### src/rtl/btn_event_queue_pkg.sv
// Shared definitions for the button event queue: channel indices and event record layout.
package btn_event_queue_pkg;

  typedef enum logic [2:0] {
    BTN_U = 3'd0,
    BTN_D = 3'd1,
    BTN_L = 3'd2,
    BTN_R = 3'd3,
    BTN_M = 3'd4
  } btn_idx_e;

  function automatic int code_w(input int n_btn);
    return (n_btn > 1) ? $clog2(n_btn) : 1;
  endfunction

  // Event record is packed as {release, code, time}, MSB first.
  function automatic int ev_rec_w(input int n_btn, input int ts_w);
    return 1 + code_w(n_btn) + ts_w;
  endfunction

endpackage

### src/rtl/btn_event_queue_if.sv
// Valid/ready event stream between the button queue (master) and its consumer (slave).
interface btn_event_queue_if #(
  parameter int CODE_W = 3,
  parameter int TS_W   = 16
);
  logic              ev_valid;
  logic              ev_ready;
  logic [CODE_W-1:0] ev_code;
  logic              ev_release;
  logic [TS_W-1:0]   ev_time;

  modport master (output ev_valid, ev_code, ev_release, ev_time, input ev_ready);
  modport slave  (input ev_valid, ev_code, ev_release, ev_time, output ev_ready);
endinterface

### src/rtl/btn_event_queue_debounce.sv
// One button channel: 2-FF synchroniser, stable-count debouncer, registered rise/fall pulses.
module btn_event_queue_debounce #(
  parameter int DEBOUNCE_CYCLES = 1000000
)(
  input  logic clk,
  input  logic rst_n,
  input  logic raw_i,
  output logic level_o,
  output logic rise_o,
  output logic fall_o
);
  localparam int CNT_W = $clog2(DEBOUNCE_CYCLES);
  localparam logic [CNT_W-1:0] CNT_MAX = CNT_W'(DEBOUNCE_CYCLES - 1);

  logic [1:0]       sync_q;
  logic [CNT_W-1:0] cnt_q;
  logic             level_q, rise_q, fall_q;

  always_ff @(posedge clk or negedge rst_n) begin
    if (!rst_n) begin
      sync_q  <= '0;
      cnt_q   <= '0;
      level_q <= 1'b0;
      rise_q  <= 1'b0;
      fall_q  <= 1'b0;
    end else begin
      sync_q <= {sync_q[0], raw_i};
      rise_q <= 1'b0;
      fall_q <= 1'b0;
      if (sync_q[1] == level_q) begin
        cnt_q <= '0;
      end else if (cnt_q == CNT_MAX) begin
        cnt_q   <= '0;
        level_q <= sync_q[1];
        rise_q  <= sync_q[1];
        fall_q  <= ~sync_q[1];
      end else begin
        cnt_q <= cnt_q + CNT_W'(1);
      end
    end
  end

  assign level_o = level_q;
  assign rise_o  = rise_q;
  assign fall_o  = fall_q;
endmodule

### src/rtl/btn_event_queue.sv
// Debounced, timestamped button event queue with valid/ready drain.
// Define RELEASE_EVENT_EN to also queue release edges (ev_release=1).
module btn_event_queue
  import btn_event_queue_pkg::*;
#(
  parameter int N_BTN           = 5,
  parameter int DEBOUNCE_CYCLES = 1000000,
  parameter int FIFO_DEPTH      = 8,
  parameter int TS_W            = 16,
  parameter int TICK_DIV        = 100000
)(
  input  logic                 clk,
  input  logic                 rst_n,
  input  logic [N_BTN-1:0]     btn_raw_i,
  input  logic                 clear_i,
  output logic [N_BTN-1:0]     btn_level_o,
  output logic                 overflow_o,
  btn_event_queue_if.master    ev
);
  localparam int CODE_W = code_w(N_BTN);
  localparam int REC_W  = ev_rec_w(N_BTN, TS_W);
  localparam int PTR_W  = $clog2(FIFO_DEPTH);
  localparam int PS_W   = (TICK_DIV > 1) ? $clog2(TICK_DIV) : 1;

  logic [N_BTN-1:0] rise, fall;

  for (genvar g = 0; g < N_BTN; g++) begin : g_db
    btn_event_queue_debounce #(.DEBOUNCE_CYCLES(DEBOUNCE_CYCLES)) u_db (
      .clk     (clk),
      .rst_n   (rst_n),
      .raw_i   (btn_raw_i[g]),
      .level_o (btn_level_o[g]),
      .rise_o  (rise[g]),
      .fall_o  (fall[g])
    );
  end

  // Free-running timestamp advanced once per TICK_DIV cycles.
  logic [PS_W-1:0] ps_q;
  logic [TS_W-1:0] ts_q;
  logic            tick;
  assign tick = (ps_q == PS_W'(TICK_DIV - 1));

  always_ff @(posedge clk or negedge rst_n) begin
    if (!rst_n) begin
      ps_q <= '0;
      ts_q <= '0;
    end else begin
      ps_q <= tick ? '0 : ps_q + PS_W'(1);
      if (tick) ts_q <= ts_q + TS_W'(1);
    end
  end

  logic [N_BTN-1:0]           pend_p_q;
  logic [N_BTN-1:0][TS_W-1:0] stamp_p_q;
`ifdef RELEASE_EVENT_EN
  logic [N_BTN-1:0]           pend_r_q;
  logic [N_BTN-1:0][TS_W-1:0] stamp_r_q;
`else
  logic unused_fall;
  assign unused_fall = ^fall;
`endif

  // Lowest channel wins; within a channel the press outranks the release.
  logic              win_vld, win_rel;
  logic [CODE_W-1:0] win_code;
  logic [TS_W-1:0]   win_ts;

  always_comb begin
    win_vld  = 1'b0;
    win_rel  = 1'b0;
    win_code = '0;
    win_ts   = '0;
    for (int i = N_BTN - 1; i >= 0; i--) begin
`ifdef RELEASE_EVENT_EN
      if (pend_r_q[i]) begin
        win_vld  = 1'b1;
        win_rel  = 1'b1;
        win_code = CODE_W'(i);
        win_ts   = stamp_r_q[i];
      end
`endif
      if (pend_p_q[i]) begin
        win_vld  = 1'b1;
        win_rel  = 1'b0;
        win_code = CODE_W'(i);
        win_ts   = stamp_p_q[i];
      end
    end
  end

  always_ff @(posedge clk or negedge rst_n) begin
    if (!rst_n) begin
      pend_p_q  <= '0;
      stamp_p_q <= '0;
    end else if (clear_i) begin
      pend_p_q <= '0;
    end else begin
      for (int i = 0; i < N_BTN; i++) begin
        if (rise[i]) begin
          pend_p_q[i]  <= 1'b1;
          stamp_p_q[i] <= ts_q;
        end else if (win_vld && !win_rel && win_code == CODE_W'(i)) begin
          pend_p_q[i] <= 1'b0;
        end
      end
    end
  end

`ifdef RELEASE_EVENT_EN
  always_ff @(posedge clk or negedge rst_n) begin
    if (!rst_n) begin
      pend_r_q  <= '0;
      stamp_r_q <= '0;
    end else if (clear_i) begin
      pend_r_q <= '0;
    end else begin
      for (int i = 0; i < N_BTN; i++) begin
        if (fall[i]) begin
          pend_r_q[i]  <= 1'b1;
          stamp_r_q[i] <= ts_q;
        end else if (win_vld && win_rel && win_code == CODE_W'(i)) begin
          pend_r_q[i] <= 1'b0;
        end
      end
    end
  end
`endif

  // Event FIFO; the winner is always consumed, so a full queue without a pop drops it.
  logic [FIFO_DEPTH-1:0][REC_W-1:0] mem_q;
  logic [PTR_W-1:0]                 wr_q, rd_q;
  logic [PTR_W:0]                   cnt_q;
  logic                             overflow_q;
  logic                             full, pop, push;

  assign full = (cnt_q == (PTR_W+1)'(FIFO_DEPTH));
  assign pop  = (cnt_q != '0) && ev.ev_ready;
  assign push = win_vld && (!full || pop);

  always_ff @(posedge clk or negedge rst_n) begin
    if (!rst_n) begin
      mem_q      <= '0;
      wr_q       <= '0;
      rd_q       <= '0;
      cnt_q      <= '0;
      overflow_q <= 1'b0;
    end else if (clear_i) begin
      wr_q       <= '0;
      rd_q       <= '0;
      cnt_q      <= '0;
      overflow_q <= 1'b0;
    end else begin
      if (push) begin
        mem_q[wr_q] <= {win_rel, win_code, win_ts};
        wr_q        <= wr_q + PTR_W'(1);
      end
      if (pop) rd_q <= rd_q + PTR_W'(1);
      cnt_q <= cnt_q + (PTR_W+1)'(push) - (PTR_W+1)'(pop);
      if (win_vld && full && !pop) overflow_q <= 1'b1;
    end
  end

  assign ev.ev_valid = (cnt_q != '0);
  assign {ev.ev_release, ev.ev_code, ev.ev_time} = mem_q[rd_q];
  assign overflow_o  = overflow_q;
endmodule

### src/flat_wrapper.sv
// flat-port wrapper written by rule: the top's interface ports become plain ports
module btn_event_queue_flat import btn_event_queue_pkg::*;
#(
  parameter int N_BTN           = 5,
  parameter int DEBOUNCE_CYCLES = 1000000,
  parameter int FIFO_DEPTH      = 8,
  parameter int TS_W            = 16,
  parameter int TICK_DIV        = 100000
)
  (clk, rst_n, btn_raw_i, clear_i, btn_level_o, overflow_o, ev_ev_valid, ev_ev_code, ev_ev_release, ev_ev_time, ev_ev_ready);
  btn_event_queue_if #(.CODE_W((3)), .TS_W(TS_W)) ev_i ();
  input  logic clk;
  input  logic rst_n;
  input  logic [N_BTN-1:0] btn_raw_i;
  input  logic clear_i;
  output logic [N_BTN-1:0] btn_level_o;
  output logic overflow_o;
  output wire logic [$bits(ev_i.ev_valid)-1:0] ev_ev_valid;
  output wire logic [$bits(ev_i.ev_code)-1:0] ev_ev_code;
  output wire logic [$bits(ev_i.ev_release)-1:0] ev_ev_release;
  output wire logic [$bits(ev_i.ev_time)-1:0] ev_ev_time;
  input wire logic [$bits(ev_i.ev_ready)-1:0] ev_ev_ready;
  assign ev_ev_valid = ev_i.ev_valid;
  assign ev_ev_code = ev_i.ev_code;
  assign ev_ev_release = ev_i.ev_release;
  assign ev_ev_time = ev_i.ev_time;
  assign ev_i.ev_ready = ev_ev_ready;
  btn_event_queue #(.N_BTN(N_BTN), .DEBOUNCE_CYCLES(DEBOUNCE_CYCLES), .FIFO_DEPTH(FIFO_DEPTH), .TS_W(TS_W), .TICK_DIV(TICK_DIV)) u_core (.clk(clk), .rst_n(rst_n), .btn_raw_i(btn_raw_i), .clear_i(clear_i), .btn_level_o(btn_level_o), .overflow_o(overflow_o), .ev(ev_i));
endmodule
### config.mk
export PLATFORM = sky130hd
export DESIGN_NAME = btn_event_queue_flat
export DESIGN_NICKNAME = d
export VERILOG_FILES = /design/src/rtl/btn_event_queue_pkg.sv /design/src/rtl/btn_event_queue_if.sv /design/src/rtl/btn_event_queue_debounce.sv /design/src/rtl/btn_event_queue.sv /design/src/flat_wrapper.sv
export SDC_FILE = /design/constraint.sdc
export NUM_CORES = 1
export LEC_CHECK = 0
export CAP_MARGIN = 0
export CORE_MARGIN = 2
export CORE_UTILIZATION = 45
export DETAILED_ROUTE_END_ITERATION = 10
export SLEW_MARGIN = 20
export SYNTH_ARGS = -nofsm -noshare
export SYNTH_HDL_FRONTEND = slang
export SYNTH_SLANG_ARGS = --single-unit
### constraint.sdc
create_clock -name clk -period 3 [get_ports clk]
set_input_delay 0.75 -clock clk [delete_from_list [all_inputs] [get_ports clk]]
set_output_delay 0.75 -clock clk [all_outputs]
set_load 0.005 [all_outputs]
==> results.md <==
- Top cells by area, synth: dfrtp_1 (55%), mux2_2 (16%), mux4_2 (4.7%), xnor2_1 (2.6%), nor2_1 (2.0%)
- Post-synth top area cell: dfrtp_1
- Number of library cell types mapped by synthesis: 58
- Hold Crit Class: in2async
- GR Util met2: 0.318
- WS Path Type: reg2out
- Count leader, synth: dfrtp_1
- Hold_ws: 106 ps
- GR Util met1: 0.258
- Skew final: 9.28 ps
- Max-cap check violation count: 0
- Max frequency: 0.329 GHz
- Post-route ant nets: 0
- Starting density of the core: 0.459
- H-tree lvl count: 2
- Core Area: 0.0399 mm2
- All-Layer GR Usage: 0.191
- Worst EP arrival: 2290 ps
- Total design power: 12.6 mW
- Startpoint Class: register
- YS warnings: 0
- Hold Vio Cnt, Final: 0
- Synth cell count leaders: dfrtp_1 (401), mux2_2 (256), nor2_1 (97)
- Vias: 11,600
- Vias in the first global route: 12,000
- Multi-input gate area: 0.00791 mm2
- Starting DRT DRC Count: 607
- Violations in the final reports: negative setup slack
- Power density over the cells: 589 mW/mm2
- GP Congestion: 0.768
- EDFF count, synth: 0
- Sequential share of the synthesized area: 0.548
- Clk sinks: 401
- Largest net degree at the start of global routing: 75
- Reg clk slew, reported paths: 60 ps
- Drt drc: 0
- Status: complete, but fails checks
- Grt total ovfl: 0
- Die width: 206 um
- GRT met3 Usage: 0.0317
- Area delta synth->final: 16.8%
- Slew headroom: 0.423
- Worst Path Max Fanout: 4
- CTS buffer count: 43
- Fill cell count: 3,345
- Post-layout net count: 1,553
- HPWL after DPL: 24,000 um
- Routed wire length: 38,300 um
- # setup viols final: 1
- Slew Limit Fails: 0
- Die Y: 206 um
- I/O pins: 36
- IO Port Bufs: 34
- Syn_area_per_cell: 12.5 um2
- Synth Cell Area: 0.0183 mm2
- RSZ-0062 raised after global routing: yes
- Worst path required time: 2250 ps
- CTS tree: built
- Post-Syn Nets: 1,485
- Root buf cell: clkbuf_16
- Worst skew pair latency: 550 ps
- Synth top area share: 0.548
- Top Usage Layer GRT: met2
- Ys flop type: dfrtp_1
- Fin crit share: 1.01
- Yosys reg bits: 401
- Wire per inst: 18.3 um
- FF+latch area: 0.0100 mm2
- Final setup margin: -42.3 ps
- Diode count: 0
- Vias per inst: 5.56
- Die Area: 0.0423 mm2
- # hold bufs at CTS: 0
- Fin crit period: 3040 ps
- Global-route wire length before repair: 64,200 um
- Clk buf depth: 3
- Share of cells above drive strength 1: 0.306
- Site row count: 73
- LEAKAGE: 9.72 nW
- VDD IR-drop max: 0.000376 V
- Initial antenna violation count: 0
- Async set-or-reset flop fraction in the synthesized netlist: 1.00
- Least-Margin Pin Slew: 861 ps
- Synth Instances: 1,461
- CP endpoint kind: output port
- Drt pass-1 iters: 5
[cell families after synthesis]
family	share of synthesized area
and+or+nand+nor	0.121
DFF	0.548
muxes	0.204
AOI/OAI and AO/OA	0.0454
buffers and inverters	0.0251
xor gates and xnor gates	0.0454
adders and majority gates	0.0107
other	0.000205
[critical path, stage by stage (launching register included)]
cell,delay (ps)
dfrtp_2,420
buf_6,140
buf_16,130
buf_12,130
buf_12,120
mux4_2,400
mux2_4,280
buf_6,120
[state kept, by name (all words and copies together) (netlist names)]
name and cells:
u_core.g_db.u_db.sync_q 10, u_core.pend_p_q 5, u_core.cnt_q 4, u_core.rd_q 3, u_core.mem_q 152, u_core.stamp_p_q 80
u_core.g_db.u_db.rise_o 5, u_core.overflow_o 1, u_core.g_db.u_db.level_o 5, u_core.ts_q 16, u_core.ps_q 17, u_core.g_db.u_db.cnt_q 100
u_core.wr_q 3
[repair_timing]
action | 4_1_cts | 5_1_grt
endpoints found under the setup margin | 20 | 18
resized for setup | 100 | 14
cloned | 3 | 0
buffers inserted | 18 | 0
endpoints found under the hold margin | 0 | 0
[cell type report]
class                           count  share of cell area
Clock buffer                       66              0.0624
Clock inverter                     13             0.00924
Inverter                           30             0.00526
Multi-Input combinational cell    952               0.369
Sequential cell                   401               0.469
Tap cell                          525              0.0307
Timing Repair Buffer              101              0.0540
[metal layers]
metal  share of wire  vias to the layer above  wire, um
li1                -                     5436         -
met1            0.46                     5958     17600
met2            0.48                      151     18600
met3           0.032                       63      1220
met4           0.024                        0       902
met5               0                        -         0
[power breakdown]
part           total, mW  switching (mW)  leakage, nW  internal [mW]
clock               5.65            2.15        0.748           3.49
combinational       1.41           0.622         3.43          0.785
sequential          5.54          0.0611         5.54           5.48
[layout by cell type (no fill, tap or decap), types with 6 or more instances in the layout]
| master | count |
|---|---|
| nand3_1 | 47 |
| mux2_2 | 240 |
| buf_2 | 6 |
| buf_6 | 14 |
| xnor2_1 | 54 |
| a31oi_1 | 17 |
| and4_1 | 12 |
| buf_4 | 38 |
| nor4_1 | 25 |
| o22ai_1 | 17 |
| or4_1 | 12 |
| xor2_1 | 41 |
| clkbuf_8 | 13 |
| mux4_2 | 38 |
| and3_1 | 11 |
| o21ai_0 | 26 |
| clkbuf_16 | 45 |
| nand2b_1 | 6 |
| a21oi_1 | 41 |
| nand4b_1 | 9 |
| mux2_4 | 16 |
| inv_1 | 29 |
| clkbuf_1 | 8 |
| a22oi_1 | 16 |
| nand2_1 | 70 |
| buf_12 | 20 |
| dfrtp_1 | 399 |
| nor3_1 | 23 |
| nor2_1 | 97 |
| or3_1 | 23 |
| nor4b_1 | 7 |
| ha_1 | 14 |
| clkdlybuf4s50_1 | 13 |
| o31ai_1 | 8 |
| nand4_1 | 28 |
[worst paths after layout]
kind	endpoint	startpoint	slack [ps]	depth (start not counted)
worst max-delay path	ev_ev_time[0]	u_core.rd_q[0]	-40	7
worst min-delay path	u_core.mem_q[102]	rst_n	110	1
worst max register to register	u_core.cnt_q[2]	u_core.cnt_q[2]	400	9
worst min register to register	u_core.g_db[0].u_db.sync_q[1]	u_core.g_db[0].u_db.sync_q[0]	350	0
max in group asynchronous	u_core.g_db[1].u_db.cnt_q[3]	rst_n	2100	2
min in group clk	u_core.g_db[0].u_db.sync_q[1]	u_core.g_db[0].u_db.sync_q[0]	350	0
[through the flow]
step	cell area [um2]	instances	utilization	TNS, ps	worst slack, ps
finish	21400	2088	0.536	-42.3	-42.3
global route	21400	2088	0.536	-497	-106
CTS	21400	2088	0.535	-215	-73.3
detailed placement	19500	1988	0.489	0	183
global placement	19500	1988	0.489	0	235
floorplan	18300	1461	-	0	477
No activity file was read; power rests on OpenSTA's default activity.
